$ cat src/rtl/vnu_pipe_sched_pkg.sv
// Shared definitions for the VNU pipeline scheduler: defaults, width
// derivation and the controller state encoding.
package vnu_pipe_sched_pkg;

  // Smallest width able to index n distinct values (at least 1 bit).
  function automatic int width_for(input int n);
    return (n <= 1) ? 1 : $clog2(n);
  endfunction

  localparam int ITER_MAX_DEF       = 10;
  localparam int LAYER_NUM_DEF      = 4;
  localparam int CHUNK_NUM_DEF      = 9;
  localparam int PIPELINE_DEPTH_DEF = 3;
  localparam int QUAN_SIZE          = 4;

  // The iteration counter must hold ITER_MAX itself, hence the +1.
  localparam int ITER_W_DEF  = width_for(ITER_MAX_DEF + 1);
  localparam int LAYER_W_DEF = width_for(LAYER_NUM_DEF);
  localparam int CHUNK_W_DEF = width_for(CHUNK_NUM_DEF);

  typedef enum logic [2:0] {
    IDLE  = 3'd0,
    RUN   = 3'd1,
    DRAIN = 3'd2,
    CHECK = 3'd3,
    FINAL = 3'd4
  } sched_state_t;

endpackage

$ cat src/rtl/vnu_pipe_sched_if.sv
// Control/status bundle between the decoder top level and the scheduler.
interface vnu_pipe_sched_if #(
  parameter int ITER_W         = 4,
  parameter int LAYER_W        = 2,
  parameter int CHUNK_W        = 4,
  parameter int PIPELINE_DEPTH = 3
) ();
  logic                      start;
  logic                      msg_rdy;
  logic                      syndrome_ok;
  logic                      v2c_src;
  logic [ITER_W-1:0]         iter_cnt;
  logic [LAYER_W-1:0]        layer_id;
  logic [CHUNK_W-1:0]        chunk_addr;
  logic                      issue_vld;
  logic [PIPELINE_DEPTH-1:0] stage_vld;
  logic                      dec_en;
  logic                      busy;
  logic                      done;
  logic                      early_stop;

  // Decoder side: requests decodes and reports memory / parity status.
  modport master (
    output start, msg_rdy, syndrome_ok,
    input  v2c_src, iter_cnt, layer_id, chunk_addr, issue_vld,
           stage_vld, dec_en, busy, done, early_stop
  );

  // Scheduler side.
  modport slave (
    input  start, msg_rdy, syndrome_ok,
    output v2c_src, iter_cnt, layer_id, chunk_addr, issue_vld,
           stage_vld, dec_en, busy, done, early_stop
  );
endinterface

$ cat src/rtl/vnu_vld_shift.sv
// Valid-tag shift register: bit k is set when pipeline stage k holds a
// valid chunk. Shared with the c2v pipelines on the datapath side.
module vnu_vld_shift #(
  parameter int DEPTH = 3
) (
  input  logic             clk,
  input  logic             srst,
  input  logic             in_vld,
  output logic [DEPTH-1:0] vld
);
  logic [DEPTH-1:0] vld_reg;
  logic [DEPTH-1:0] vld_next;

  assign vld_next[0] = in_vld;

  genvar gi;
  generate
    for (gi = 1; gi < DEPTH; gi++) begin : g_shift
      assign vld_next[gi] = vld_reg[gi-1];
    end
  endgenerate

  // Advance every tag one stage per cycle; reset empties the pipeline.
  always_ff @(posedge clk) begin
    if (srst) vld_reg <= '0;
    else      vld_reg <= vld_next;
  end

  assign vld = vld_reg;
endmodule

$ cat src/rtl/vnu_pipe_sched.sv
// BSP schedule walker for the 3-stage IB variable-node pipeline:
// iteration -> layer -> chunk, with drain, syndrome check, a final
// hard-decision pass and a done/early_stop report.
module vnu_pipe_sched
  import vnu_pipe_sched_pkg::*;
#(
  parameter int ITER_MAX       = ITER_MAX_DEF,
  parameter int LAYER_NUM      = LAYER_NUM_DEF,
  parameter int CHUNK_NUM      = CHUNK_NUM_DEF,
  parameter int ITER_W         = width_for(ITER_MAX + 1),
  parameter int LAYER_W        = width_for(LAYER_NUM),
  parameter int CHUNK_W        = width_for(CHUNK_NUM),
  parameter int PIPELINE_DEPTH = PIPELINE_DEPTH_DEF
) (
  input logic            read_clk,
  input logic            rst,
  vnu_pipe_sched_if.slave bus
);
  localparam logic [ITER_W-1:0]  ITER_LAST  = ITER_W'(ITER_MAX - 1);
  localparam logic [LAYER_W-1:0] LAYER_LAST = LAYER_W'(LAYER_NUM - 1);
  localparam logic [CHUNK_W-1:0] CHUNK_LAST = CHUNK_W'(CHUNK_NUM - 1);

  sched_state_t        state_reg, state_next;
  logic [ITER_W-1:0]   iter_reg, iter_next;
  logic [LAYER_W-1:0]  layer_reg, layer_next;
  logic [CHUNK_W-1:0]  chunk_reg, chunk_next;
  logic                pass_done_reg, pass_done_next;  // FINAL pass fully issued
  logic                stop_reg, stop_next;            // FINAL reached by syndrome
  logic                done_reg, done_next;

  logic                issuing;
  logic                issue_vld;
  logic                pass_end;
  logic [PIPELINE_DEPTH-1:0] stage_vld;

  // The FINAL pass issues like RUN until its last chunk, then only drains.
  assign issuing   = (state_reg == RUN) || ((state_reg == FINAL) && !pass_done_reg);
  assign issue_vld = issuing && bus.msg_rdy;
  assign pass_end  = issue_vld && (chunk_reg == CHUNK_LAST) && (layer_reg == LAYER_LAST);

  vnu_vld_shift #(
    .DEPTH (PIPELINE_DEPTH)
  ) u_vld_shift (
    .clk    (read_clk),
    .srst   (rst),
    .in_vld (issue_vld),
    .vld    (stage_vld)
  );

  // Next-state and counter updates for the schedule walk.
  always_comb begin
    state_next     = state_reg;
    iter_next      = iter_reg;
    layer_next     = layer_reg;
    chunk_next     = chunk_reg;
    pass_done_next = pass_done_reg;
    stop_next      = stop_reg;
    done_next      = 1'b0;

    // Chunk/layer address advance; wraps leave both at 0 for the next pass.
    if (issue_vld) begin
      if (chunk_reg == CHUNK_LAST) begin
        chunk_next = '0;
        layer_next = (layer_reg == LAYER_LAST) ? '0 : layer_reg + LAYER_W'(1);
      end else begin
        chunk_next = chunk_reg + CHUNK_W'(1);
      end
    end

    case (state_reg)
      IDLE: begin
        if (bus.start) begin
          state_next     = RUN;
          iter_next      = '0;
          layer_next     = '0;
          chunk_next     = '0;
          pass_done_next = 1'b0;
          stop_next      = 1'b0;
        end
      end
      RUN: begin
        if (pass_end) state_next = DRAIN;
      end
      DRAIN: begin
        if (stage_vld == '0) state_next = CHECK;
      end
      CHECK: begin
        if (bus.syndrome_ok || (iter_reg == ITER_LAST)) begin
          state_next     = FINAL;
          stop_next      = bus.syndrome_ok;
          pass_done_next = 1'b0;
        end else begin
          state_next = RUN;
          iter_next  = iter_reg + ITER_W'(1);
        end
      end
      FINAL: begin
        if (pass_end) pass_done_next = 1'b1;
        if (pass_done_reg && (stage_vld == '0)) begin
          state_next = IDLE;
          done_next  = 1'b1;
        end
      end
      default: state_next = IDLE;
    endcase
  end

  // State and counter registers; reset aborts any decode without done.
  always_ff @(posedge read_clk) begin
    if (rst) begin
      state_reg     <= IDLE;
      iter_reg      <= '0;
      layer_reg     <= '0;
      chunk_reg     <= '0;
      pass_done_reg <= 1'b0;
      stop_reg      <= 1'b0;
      done_reg      <= 1'b0;
    end else begin
      state_reg     <= state_next;
      iter_reg      <= iter_next;
      layer_reg     <= layer_next;
      chunk_reg     <= chunk_next;
      pass_done_reg <= pass_done_next;
      stop_reg      <= stop_next;
      done_reg      <= done_next;
    end
  end

  // done is registered so it lands in the first IDLE cycle (busy already 0).
  assign bus.v2c_src    = (iter_reg == '0) && ((state_reg == RUN) || (state_reg == DRAIN));
  assign bus.iter_cnt   = iter_reg;
  assign bus.layer_id   = layer_reg;
  assign bus.chunk_addr = chunk_reg;
  assign bus.issue_vld  = issue_vld;
  assign bus.stage_vld  = stage_vld;
  assign bus.dec_en     = (state_reg == FINAL) && stage_vld[PIPELINE_DEPTH-1];
  assign bus.busy       = (state_reg != IDLE);
  assign bus.done       = done_reg;
  assign bus.early_stop = done_reg && stop_reg;
endmodule

$ cat src/flat_wrapper.sv
// flat-port wrapper written by rule: the top's interface ports become plain ports
module vnu_pipe_sched_flat import vnu_pipe_sched_pkg::*;
#(
  parameter int ITER_MAX       = ITER_MAX_DEF,
  parameter int LAYER_NUM      = LAYER_NUM_DEF,
  parameter int CHUNK_NUM      = CHUNK_NUM_DEF,
  parameter int ITER_W         = width_for(ITER_MAX + 1),
  parameter int LAYER_W        = width_for(LAYER_NUM),
  parameter int CHUNK_W        = width_for(CHUNK_NUM),
  parameter int PIPELINE_DEPTH = PIPELINE_DEPTH_DEF
)
  (read_clk, rst, bus_start, bus_msg_rdy, bus_syndrome_ok, bus_v2c_src, bus_iter_cnt, bus_layer_id, bus_chunk_addr, bus_issue_vld, bus_stage_vld, bus_dec_en, bus_busy, bus_done, bus_early_stop);
  vnu_pipe_sched_if #(.ITER_W(ITER_W), .LAYER_W(LAYER_W), .CHUNK_W(CHUNK_W), .PIPELINE_DEPTH(PIPELINE_DEPTH)) bus_i ();
  input logic read_clk;
  input logic rst;
  input wire logic [$bits(bus_i.start)-1:0] bus_start;
  input wire logic [$bits(bus_i.msg_rdy)-1:0] bus_msg_rdy;
  input wire logic [$bits(bus_i.syndrome_ok)-1:0] bus_syndrome_ok;
  output wire logic [$bits(bus_i.v2c_src)-1:0] bus_v2c_src;
  output wire logic [$bits(bus_i.iter_cnt)-1:0] bus_iter_cnt;
  output wire logic [$bits(bus_i.layer_id)-1:0] bus_layer_id;
  output wire logic [$bits(bus_i.chunk_addr)-1:0] bus_chunk_addr;
  output wire logic [$bits(bus_i.issue_vld)-1:0] bus_issue_vld;
  output wire logic [$bits(bus_i.stage_vld)-1:0] bus_stage_vld;
  output wire logic [$bits(bus_i.dec_en)-1:0] bus_dec_en;
  output wire logic [$bits(bus_i.busy)-1:0] bus_busy;
  output wire logic [$bits(bus_i.done)-1:0] bus_done;
  output wire logic [$bits(bus_i.early_stop)-1:0] bus_early_stop;
  assign bus_i.start = bus_start;
  assign bus_i.msg_rdy = bus_msg_rdy;
  assign bus_i.syndrome_ok = bus_syndrome_ok;
  assign bus_v2c_src = bus_i.v2c_src;
  assign bus_iter_cnt = bus_i.iter_cnt;
  assign bus_layer_id = bus_i.layer_id;
  assign bus_chunk_addr = bus_i.chunk_addr;
  assign bus_issue_vld = bus_i.issue_vld;
  assign bus_stage_vld = bus_i.stage_vld;
  assign bus_dec_en = bus_i.dec_en;
  assign bus_busy = bus_i.busy;
  assign bus_done = bus_i.done;
  assign bus_early_stop = bus_i.early_stop;
  vnu_pipe_sched #(.ITER_MAX(ITER_MAX), .LAYER_NUM(LAYER_NUM), .CHUNK_NUM(CHUNK_NUM), .ITER_W(ITER_W), .LAYER_W(LAYER_W), .CHUNK_W(CHUNK_W), .PIPELINE_DEPTH(PIPELINE_DEPTH)) u_core (.read_clk(read_clk), .rst(rst), .bus(bus_i));
endmodule
$ cat config.mk
export PLATFORM = sky130hd
export DESIGN_NAME = vnu_pipe_sched_flat
export DESIGN_NICKNAME = d
export VERILOG_FILES = /design/src/rtl/vnu_pipe_sched_pkg.sv /design/src/rtl/vnu_pipe_sched_if.sv /design/src/rtl/vnu_vld_shift.sv /design/src/rtl/vnu_pipe_sched.sv /design/src/flat_wrapper.sv
export SDC_FILE = /design/constraint.sdc
export NUM_CORES = 1
export LEC_CHECK = 0
export BUFFER_PORTS_ARGS = -buffer_cell sky130_fd_sc_hd__buf_2
export CAP_MARGIN = 20
export CORE_ASPECT_RATIO = 0.75
export CORE_UTILIZATION = 55
export CTS_CLUSTER_DIAMETER = 60
export DETAILED_ROUTE_END_ITERATION = 8
export PLACE_DENSITY = 0.82
export REMOVE_ABC_BUFFERS = 1
export SYNTH_ARGS = -nofsm -noshare
export SYNTH_HDL_FRONTEND = slang
export SYNTH_HIERARCHICAL = 1
export SYNTH_SLANG_ARGS = --single-unit
$ cat constraint.sdc
create_clock -name read_clk -period 2.4 [get_ports read_clk]
set_input_delay 0 -clock read_clk [delete_from_list [all_inputs] [get_ports read_clk]]
set_output_delay 0 -clock read_clk [all_outputs]
set_load 0.01 [all_outputs]
==> results of run 1 <==
-- synthesized netlist by cell type (all sizes together) (2+ instances only) --
cell type and n:
xnor2 4, inv 7, nor3 4, mux2i 5
and3 2, a21oi 5, nand2b 3, buf 3
o21ai 2, nor2 14, or3 3, nand2 3
xor2 2, dfxtp 19, o211ai 3, ha 6
nand3 6, nor4b 2, nor2b 4, nor4 2
-- worst min-delay path by stage --
stage	from	end	slack (ns)	depth (start not counted)
6_report	bus_syndrome_ok	u_core/stop_reg	0.01	3
5_1_grt	bus_syndrome_ok	u_core/stop_reg	0.01	3
4_1_cts	bus_syndrome_ok	u_core/stop_reg	0.0006	3
3_5_place_dp	bus_syndrome_ok	u_core/stop_reg	0.33	3
3_3_place_gp	rst	u_core/bus.iter_cnt[1]	0.33	2
2_1_floorplan	rst	u_core/pass_done_reg	0.07	1
-- cell usage in the layout, fill, tap and decap left out, types with 2 or more instances in the layout --
cell	synthesis	layout
sky130_fd_sc_hd__a21oi_1	5	5
sky130_fd_sc_hd__and3_1	2	2
sky130_fd_sc_hd__buf_2	2	23
sky130_fd_sc_hd__clkbuf_4	0	3
sky130_fd_sc_hd__dfxtp_1	19	19
sky130_fd_sc_hd__ha_1	6	6
sky130_fd_sc_hd__inv_1	7	7
sky130_fd_sc_hd__mux2i_1	5	5
sky130_fd_sc_hd__nand2_1	3	3
sky130_fd_sc_hd__nand2b_1	3	3
sky130_fd_sc_hd__nand3_1	6	6
sky130_fd_sc_hd__nor2_1	14	14
sky130_fd_sc_hd__nor2b_1	4	4
sky130_fd_sc_hd__nor3_1	4	4
sky130_fd_sc_hd__nor4_1	2	2
sky130_fd_sc_hd__nor4b_1	2	2
sky130_fd_sc_hd__o211ai_1	2	2
sky130_fd_sc_hd__o21ai_0	2	2
sky130_fd_sc_hd__or3_1	3	3
sky130_fd_sc_hd__xnor2_1	4	4
sky130_fd_sc_hd__xor2_1	2	2
-- cell type report --
class / instances / area [µm²]
multi-input cells: 81 / 558
fillers: 135 / 443
flip-flops and latches: 19 / 380
repair buffers: 23 / 115
inverters: 7 / 26.3
well taps: 21 / 26.3
clock buffers: 3 / 22.5
clock inverters: 1 / 5.00
-- metrics by stage --
step / cell area (µm²) / cells
5_1_grt: 1130 / 155
2_1_floorplan: 965 / 107
4_1_cts: 1130 / 155
3_5_place_dp: 1110 / 151
6_report: 1130 / 155
3_3_place_gp: 1110 / 151
-- logic make-up (layout without fill, tap and decap cells) --
kind of cell | count (synthesis) | after routing | share of synthesized area
muxes | 6 | 6 | 0.0619
AOI/OAI and AO/OA | 12 | 12 | 0.0796
xor gates and xnor gates | 6 | 6 | 0.0531
and+or+nand+nor | 51 | 51 | 0.293
buffers and inverters | 11 | 34 | 0.0518
DFF | 19 | 19 | 0.384
adders and majority gates | 6 | 6 | 0.0759
-- tightest hold or removal path, delay by kind of cell --
kind	cells	cell delay, ns
and+or+nand+nor	1	0.08
AOI/OAI and AO/OA	1	0.06
buffers and inverters	1	0.14
-- per-layer routing --
| metal | share of wire | track usage | vias to the layer above |
|---|---|---|---|
| met4 | 0.0052 | 0.0694 | 0 |
| met5 | 0 | 0 | - |
| li1 | - | - | 431 |
| met1 | 0.50 | 0.322 | 419 |
| met2 | 0.42 | 0.349 | 34 |
| met3 | 0.074 | 0.0902 | 2 |
-- where the power goes --
part           leakage, µW  internal, µW  switching (µW)
registers         0.000154           320            8.94
clock network    0.0000177          62.2            99.0
logic             0.000339          22.8            33.4
total             0.000511           405             141
==> summary.log, run 1 <==
INFO  timing         min_period=1.90ns
INFO  clock_tree     cts_num_sinks=19
INFO  worst_setup_path slowest_stage=sky130_fd_sc_hd__dfxtp_1
INFO  route          route.detailed.wl_per_inst=13.6µm
INFO  route          finalWirelength=2.11mm
INFO  grt            vias_in_the_first_global_route=748
INFO  floorplan      die_height=38.7µm
INFO  timing         final_hold_viol_count=0
INFO  grt            globalRoute.totalOverflow=0
INFO  worst_setup_path arrival=1.90ns
INFO  floorplan      die_area=1970µm²
INFO  clock_tree     clock_insertion_delay_worst_skew=0.30ns
INFO  logic_synthesis synthesis.area_per_instance=8.92µm²
INFO  floorplan      rows=12
INFO  place          buffer_ports.inserted=23
INFO  worst_setup_path worstPathCellList=and2b_1, o21ai_0, inv_1, buf_2
INFO  power_and_ir_drop power-per-cell-area=482nW/µm²
INFO  worst_setup_path critical_path.max_stage_delay=0.58ns
INFO  timing         grt_setup_unrepaired=false
INFO  clock_tree     ctsHtreeMaxLevel=1
INFO  route          route.vias.total=886
INFO  timing         maximum_frequency_from_static_timing_analysis=526MHz
INFO  logic_synthesis synth-seq-cells=19
INFO  clock_tree     post_cts_hold_buffer_count=0
INFO  floorplan      die_wd=51.0µm
INFO  logic_synthesis post_synth_inst_count=111
INFO  worst_setup_path worstSetupPathDepth=4
INFO  place          dpl.hpwl=1.54mm
INFO  cells_and_area antenna-diode-count=0
INFO  clock_tree     cts_root_buf=sky130_fd_sc_hd__clkbuf_4
INFO  worst_setup_path cp-end-kind=primary output
INFO  logic_synthesis synth_top_cell_by_area=sky130_fd_sc_hd__dfxtp_1
INFO  floorplan      ioPinCount=24
INFO  timing         final.setup_skew=0.00544ns
INFO  grt            grt_max_degree=15
INFO  worst_setup_path r2r_slack=0.68ns
INFO  worst_setup_path worst_r2r_startpoint=u_core/state_reg[2]
INFO  cells_and_area finish.utilization=0.719
INFO  timing         final_critical_path_setup_slack=0.500ns
INFO  worst_setup_path worstPathRequired=2.40ns
INFO  timing         timing_max_transition_violations_final=0
INFO  logic_synthesis synth_area=990µm²
INFO  route          routed_via_density=5.72
INFO  cells_and_area layout.nets=146
INFO  cells_and_area post_route_cells_drive_above_1_share=0.231
INFO  clock_tree     clock_pin_slew_on_the_worst_setup_and_hold_paths=0.11ns
INFO  place          place_congestion=0.778
INFO  worst_setup_path setup.worst_path.start_class=flop
INFO  logic_synthesis postSynth.topFlopCell=sky130_fd_sc_hd__dfxtp_1
INFO  route          drtPass1Iterations=4
INFO  clock_tree     tritoncts.num_buffers=3
INFO  worst_setup_path crit_path_end=bus_issue_vld
INFO  timing         final_worst_path_cycle_share=0.792
INFO  flow_run       max_cap_violations=0
INFO  timing         hold_ws=0.0140ns
INFO  logic_synthesis post_synth_num_cell_types=34
INFO  clock_tree     cts_setup_buffers=0
INFO  grt            grt_antenna_before_repair=0
INFO  worst_setup_path setup.worst_path.class=flop to primary output
INFO  place          dp_slack=0.723ns
INFO  power_and_ir_drop report.power.total=546µW
INFO  logic_synthesis synth.top_cells.by_area=sky130_fd_sc_hd__dfxtp_1 38%, sky130_fd_sc_hd__ha_1 7.6%, sky130_fd_sc_hd__nor2_1 5.3%
INFO  logic_synthesis number_of_enable_flip_flop_cells_after_synthesis=0
INFO  timing         finalSetupViolCount=0
INFO  clock_tree     post_cts_resize_count=0
INFO  timing         worst_slew_margin_rel=0.661
INFO  worst_hold_path worstHoldPathType=primary input to flop
INFO  cells_and_area area_delta_synth_final=14.5%
INFO  clock_tree     cts.path.max_buffers=2
INFO  grt            grt_first_pass_wirelength=3.33mm
INFO  floorplan      start_util=0.628
INFO  route          detail_route.drc_violations=0
INFO  power_and_ir_drop power.static_leakage=0.000511µW
INFO  worst_setup_path critPathMaxFanout=14
INFO  logic_synthesis synth.yosys.seq_area_share=0.384
INFO  grt            track_usage=0.238
INFO  clock_tree     tritoncts=built
INFO  floorplan      core=1580µm²
INFO  power_and_ir_drop vdd_ir_drop_max=422µV
INFO  route          postRouteAntennaNets=0
INFO  worst_setup_path worst-path-buf-inv=2
INFO  worst_setup_path path_delay_family=flip-flops
INFO  logic_synthesis synth.yosys.warnings=6
INFO  route          drt_iter0_markers=28
INFO  worst_setup_path reg2regPathDepth=4
INFO  logic_synthesis post-synth-top-area-fraction=0.384
INFO  worst_setup_path worstSetupStartpoint=u_core/state_reg[2]
INFO  status         outcome=finished clean
INFO  worst_setup_path r2r-end=u_core/pass_done_reg
INFO  timing         setup_tns=0ns
INFO  logic_synthesis synth_async_sr_flop_share=0
INFO  timing         slew_of_the_pin_with_the_lowest_slew_margin=0.503ns
(Power assumes the default switching activity.)
==> run 2: changes to the inputs <==
Settings changed: CORE_UTILIZATION 55 to 51, PLACE_DENSITY 0.82 to 0.77.
Clock period 2.4 ns to 1.95 ns, I/O delays scaled along.
==> run 2 against run 1 <==
Effect of this change:
- sequential cell count did not move
- count of clock-buffer cells in the layout rose by 1
- first-iteration DRC count rose by 3.6%
- utilization fell by 7.5 points
- sequential share of layout area fell by 0.22 points
- combinational power rose by 25%
- critical endpoint unchanged
- register-to-register slack got worse by 0.41 ns
- critical path type unchanged
- cell area rose by 0.66%
- die area rose by 7.5%
- routed wire length fell by 12%
==> summary.log, run 2 (synthesis gave the netlist of run 1 again) <==
INFO  floorplan      core=1770µm²
INFO  route          route.vias.total=843
INFO  worst_setup_path arrival=1.68ns
INFO  route          detail_route.drc_violations=0
INFO  timing         maximum_frequency_from_static_timing_analysis=594MHz
INFO  route          postRouteAntennaNets=0
INFO  cells_and_area fillers=163
INFO  power_and_ir_drop power-per-cell-area=583nW/µm²
INFO  timing         timing_max_transition_violations_final=0
INFO  worst_hold_path worstHoldPathType=primary input to flop
INFO  timing         grt_setup_unrepaired=false
INFO  grt            grt_antenna_before_repair=0
INFO  timing         slew_of_the_pin_with_the_lowest_slew_margin=0.425ns
INFO  cells_and_area area_delta_synth_final=15.3%
INFO  power_and_ir_drop vdd_ir_drop_max=646µV
INFO  timing         worst_slew_margin_rel=0.712
INFO  clock_tree     clock_insertion_delay_worst_skew=0.29ns
INFO  power_and_ir_drop power.static_leakage=0.000512µW
INFO  status         outcome=finished clean
INFO  route          route.detailed.wl_per_inst=11.9µm
INFO  floorplan      start_util=0.558
INFO  power_and_ir_drop report.power.total=666µW
INFO  worst_setup_path worstPathRequired=1.95ns
INFO  clock_tree     cts_setup_buffers=0
INFO  route          drtPass1Iterations=4
INFO  grt            globalRoute.totalOverflow=0
INFO  floorplan      rows=13
INFO  clock_tree     tritoncts.num_buffers=3
INFO  place          buffer_ports.inserted=23
INFO  worst_setup_path cp-end-kind=primary output
INFO  clock_tree     clock_pin_slew_on_the_worst_setup_and_hold_paths=0.10ns
INFO  route          drt_iter0_markers=29
INFO  timing         final_hold_viol_count=0
INFO  cells_and_area layout.nets=147
INFO  worst_setup_path critical_path.max_stage_delay=0.58ns
INFO  cells_and_area antenna-diode-count=0
INFO  timing         final_worst_path_cycle_share=0.863
INFO  floorplan      die_area=2120µm²
INFO  worst_setup_path r2r_slack=0.27ns
INFO  worst_setup_path worstPathCellList=and2b_1, o21ai_1, inv_1, buf_2
INFO  route          finalWirelength=1.86mm
INFO  floorplan      ioPinCount=24
INFO  floorplan      die_wd=52.9µm
INFO  timing         setup_tns=0ns
INFO  worst_setup_path slowest_stage=sky130_fd_sc_hd__dfxtp_1
INFO  clock_tree     cts.path.max_buffers=2
INFO  place          place_congestion=0.835
INFO  timing         finalSetupViolCount=0
INFO  cells_and_area post_route_cells_drive_above_1_share=0.230
INFO  clock_tree     post_cts_hold_buffer_count=0
INFO  grt            grt_first_pass_wirelength=2.94mm
INFO  worst_setup_path critPathMaxFanout=14
INFO  clock_tree     cts_root_buf=sky130_fd_sc_hd__clkbuf_4
INFO  grt            grt_max_degree=15
INFO  cells_and_area most_frequent_cells_in_the_layout=23 x sky130_fd_sc_hd__buf_2, 19 x sky130_fd_sc_hd__dfxtp_1, 14 x sky130_fd_sc_hd__nor2_1
INFO  timing         final.setup_skew=0.00420ns
INFO  worst_setup_path setup.worst_path.start_class=flop
INFO  grt            vias_in_the_first_global_route=666
INFO  clock_tree     ctsHtreeMaxLevel=1
INFO  clock_tree     tritoncts=built
INFO  worst_setup_path setup.worst_path.class=flop to primary output
INFO  grt            track_usage=0.201
INFO  route          routed_via_density=5.37
INFO  clock_tree     cts_num_sinks=19
INFO  floorplan      die_height=40.2µm
INFO  flow_run       max_cap_violations=0
INFO  timing         min_period=1.68ns
INFO  place          dpl.hpwl=1.43mm
INFO  cells_and_area final_common_cell=sky130_fd_sc_hd__buf_2
-- run 2: timing repair --
action	in CTS	in global routing
gates resized for setup	0	1
endpoints found under the setup margin	0	1
hold endpoints to repair	0	0
-- run 2: power breakdown --
part / switching, µW / internal, µW
sequential: 10.8 / 394
clock: 111 / 79.5
combinational: 40.0 / 30.2
total: 162 / 504
-- run 2: metrics by stage --
stage | instances | hold WS (ns) | area [µm²] | setup WS, ns | util
2_1_floorplan | 107 | 0.0691 | 965 | 0.435 | -
3_3_place_gp | 153 | 0.333 | 1110 | 0.387 | 0.629
3_5_place_dp | 153 | 0.342 | 1110 | 0.346 | 0.629
4_1_cts | 157 | 0.0232 | 1140 | 0.136 | 0.644
5_1_grt | 157 | 0.0269 | 1140 | 0.119 | 0.644
6_report | 157 | 0.0374 | 1140 | 0.267 | 0.644
-- run 2: final timing paths --
| check | from | endpoint | cells after the start |
|---|---|---|---|
| setup reg to reg | u_core/bus.iter_cnt[1] | u_core/bus.iter_cnt[1] | 6 |
| hold / removal | rst | u_core/bus.iter_cnt[0] | 2 |
| setup / recovery | u_core/state_reg[2] | bus_issue_vld | 4 |
| hold reg to reg | u_core/stop_reg | u_core/stop_reg | 2 |
-- run 2: critical path, delay by kind of cell, from the launching register on --
family / cells / cell delay (ns)
DFF: 1 / 0.58
and+or+nand+nor: 1 / 0.29
AOI/OAI and AO/OA: 1 / 0.28
buffers and inverters: 2 / 0.25
-- run 2: final cells by class --
cell class / instances / area [µm²] / area share
clock buffers: 4 / 26.3 / 0.0230
inverters: 7 / 26.3 / 0.0230
multi-input cells: 81 / 558 / 0.489
flip-flops and latches: 19 / 380 / 0.333
well taps: 22 / 27.5 / 0.0241
repair buffers: 24 / 123 / 0.107
-- run 2: layer usage --
layer | wire, µm | share of wire | GRT usage | vias to the layer above
li1 | - | - | - | 435
met4 | 14 | 0.0075 | 0.0592 | 0
met3 | 100 | 0.054 | 0.0795 | 2
met1 | 972 | 0.52 | 0.269 | 383
met2 | 776 | 0.42 | 0.297 | 23
met5 | 0 | 0 | 0 | -
==> run 3: changes to the inputs <==
Settings changed: CORE_UTILIZATION 51 to 54, CTS_BUF_LIST set to sky130_fd_sc_hd__clkbuf_8, PLACE_DENSITY 0.77 to 0.8.
==> run 3 against run 2 <==
Effect of this change:
- cell count fell by 0.64%
- combinational power rose by 3.8%
- sequential cell count did not move
- count of clock-buffer cells in the layout fell by 1
- routed wire length rose by 16%
- sequential power barely moved
- clock power rose by 41%
- sequential share of layout area fell by 0.50 points
- total power rose by 12%
- critical path type unchanged
- largest power group unchanged
- highest routed layer unchanged
==> summary.log, run 3 (synthesis gave the netlist of run 1 again) <==
INFO  status         outcome=finished clean
INFO  timing         timing_max_transition_violations_final=0
INFO  cells_and_area stdcell_count=156
INFO  floorplan      start_util=0.622
INFO  cells_and_area fillers=128
INFO  timing         min_period=1.67ns
INFO  clock_tree     cts_root_buf=sky130_fd_sc_hd__clkbuf_8
INFO  route          route.vias.total=861
INFO  power_and_ir_drop share_clk_of_total_power=0.361
INFO  cells_and_area post_route_cells_drive_above_1_share=0.230
INFO  power_and_ir_drop power.switching_fraction=0.245
INFO  place          buffer_ports.inserted=23
INFO  power_and_ir_drop power-per-cell-area=645nW/µm²
INFO  timing         final_critical_path_setup_slack=0.278ns
INFO  power_and_ir_drop pwr-share-comb=0.098
INFO  timing         final_hold_viol_count=0
INFO  floorplan      core=1590µm²
INFO  route          postRouteAntennaNets=0
INFO  power_and_ir_drop power.static_leakage=0.000524µW
INFO  worst_setup_path cp-end-kind=primary output
INFO  timing         final_worst_path_cycle_share=0.858
INFO  route          detail_route.drc_violations=0
INFO  grt            grt_max_degree=15
INFO  timing         final.setup_skew=0.00610ns
INFO  worst_setup_path worstSetupStartpoint=u_core/state_reg[2]
INFO  route          finalWirelength=2.16mm
INFO  place          dp_slack=0.276ns
INFO  timing         finalSetupViolCount=0
INFO  floorplan      rows=12
INFO  cells_and_area area_delta_synth_final=17.1%
INFO  worst_setup_path setup.worst_path.start_class=flop
INFO  clock_tree     ctsHtreeMaxLevel=1
INFO  power_and_ir_drop switchingPower=183µW
INFO  worst_hold_path holdCritStartpoint=bus_syndrome_ok
INFO  route          route.top_layer_used=met4
INFO  floorplan      die_height=39.1µm
INFO  route          drt-met1-wl=1.09mm
INFO  floorplan      die_area=2010µm²
INFO  route          drt_iter0_markers=34
INFO  worst_setup_path worstPathRequired=1.95ns
INFO  worst_hold_path worstHoldPathType=primary input to flop
INFO  power_and_ir_drop internal_power=564µW
INFO  clock_tree     clock_pin_slew_on_the_worst_setup_and_hold_paths=0.07ns
INFO  route          route.detailed.wl_per_inst=13.9µm
INFO  power_and_ir_drop sequentialPowerShare=0.541
INFO  route          drtPass1Iterations=4
INFO  timing         worst_slew_margin_rel=0.690
INFO  cells_and_area final_common_cell=sky130_fd_sc_hd__buf_2
INFO  cells_and_area most_frequent_cells_in_the_layout=23 x sky130_fd_sc_hd__buf_2, 19 x sky130_fd_sc_hd__dfxtp_1, 14 x sky130_fd_sc_hd__nor2_1
INFO  route          met3_length=143µm
INFO  grt            globalRoute.totalOverflow=0
INFO  grt            track_usage=0.249
INFO  timing         maximum_frequency_from_static_timing_analysis=598MHz
INFO  timing         slew_of_the_pin_with_the_lowest_slew_margin=0.460ns
INFO  place          dpl.hpwl=1.59mm
INFO  place          placed_cells=152
INFO  power_and_ir_drop vdd_ir_drop_max=711µV
INFO  clock_tree     clock_insertion_delay_worst_skew=0.26ns
INFO  clock_tree     tritoncts=built
INFO  worst_setup_path critPathMaxFanout=14
INFO  flow_run       max_cap_violations=0
INFO  cells_and_area layout.nets=147
INFO  clock_tree     tritoncts.num_buffers=3
INFO  route          met2_wirelength=916µm
INFO  timing         setup_tns=0ns
INFO  timing         grt_setup_unrepaired=false
INFO  grt            vias_in_the_first_global_route=771
INFO  floorplan      die_wd=51.4µm
INFO  worst_setup_path arrival=1.67ns
INFO  worst_setup_path worst_r2r_startpoint=u_core/bus.iter_cnt[1]
INFO  place          place_congestion=0.788
INFO  route          routed_via_density=5.52
INFO  grt            grt_first_pass_wirelength=3.50mm
INFO  floorplan      ioPinCount=24
INFO  grt            grt_antenna_before_repair=0
INFO  clock_tree     cts_num_sinks=19
INFO  clock_tree     cts.path.max_buffers=2
INFO  clock_tree     cts_setup_buffers=0
INFO  worst_setup_path setup.worst_path.class=flop to primary output
INFO  cells_and_area antenna-diode-count=0
run 3: cell types whose count changed in the layout (fill, tap and decap cells not counted):
| cell | change |
|---|---|
| sky130_fd_sc_hd__clkbuf_1 | -1 |
| sky130_fd_sc_hd__clkbuf_8 | +3 |
| sky130_fd_sc_hd__inv_1 | +1 |
| sky130_fd_sc_hd__clkbuf_4 | -3 |
run 3: area by class of cell:
cell class / instances / area [µm²] / share of cell area
inverters: 7 / 26.3 / 0.0227
multi-input cells: 81 / 558 / 0.482
well taps: 21 / 26.3 / 0.0227
flip-flops and latches: 19 / 380 / 0.328
clock inverters: 1 / 3.75 / 0.00324
clock buffers: 3 / 41.3 / 0.0356
repair buffers: 24 / 123 / 0.106
run 3: stage by stage:
step,hold slack (ns),total power (µW),utilization,area (µm²)
floorplan,0.0691,453,-,965
global placement,0.324,482,0.700,1110
detailed placement,0.322,483,0.700,1110
CTS,0.0469,747,0.728,1160
global route,0.0709,773,0.728,1160
finish,0.0554,748,0.728,1160
run 3: worst max-delay path, stage by stage (launching register included):
cell and delay [ns]:
sky130_fd_sc_hd__dfxtp_1 0.58, sky130_fd_sc_hd__and2b_1 0.30, sky130_fd_sc_hd__o21ai_1 0.30, sky130_fd_sc_hd__inv_1 0.09
sky130_fd_sc_hd__buf_2 0.15
run 3: timing repair:
action,in CTS,in global routing
hold buffers,0,0
gates resized for setup,0,1
endpoints found under the setup margin,0,1
run 3: path summary, 6_finish.rpt:
kind,endpoint,slack (ns),depth (start not counted)
hold reg to reg,u_core/stop_reg,0.47,2
hold / removal,u_core/stop_reg,0.06,3
setup reg to reg,u_core/bus.iter_cnt[1],0.29,6
setup / recovery,bus_issue_vld,0.28,4
run 3: metal layers:
layer	vias up	global-route usage
met3	2	0.0824
met1	390	0.325
met5	-	0
met4	0	0.0676
li1	433	-
met2	36	0.393
run 3: power by group through the flow:
stage | clock network (µW) | logic [µW] | registers (µW)
final | 270 | 72.9 | 405
after global routing | 287 | 79.9 | 406
after CTS | 271 | 71.2 | 404
after detailed placement | 0 | 70.1 | 413
after global placement | 0 | 69.3 | 413
after floorplan | 0 | 40.2 | 413
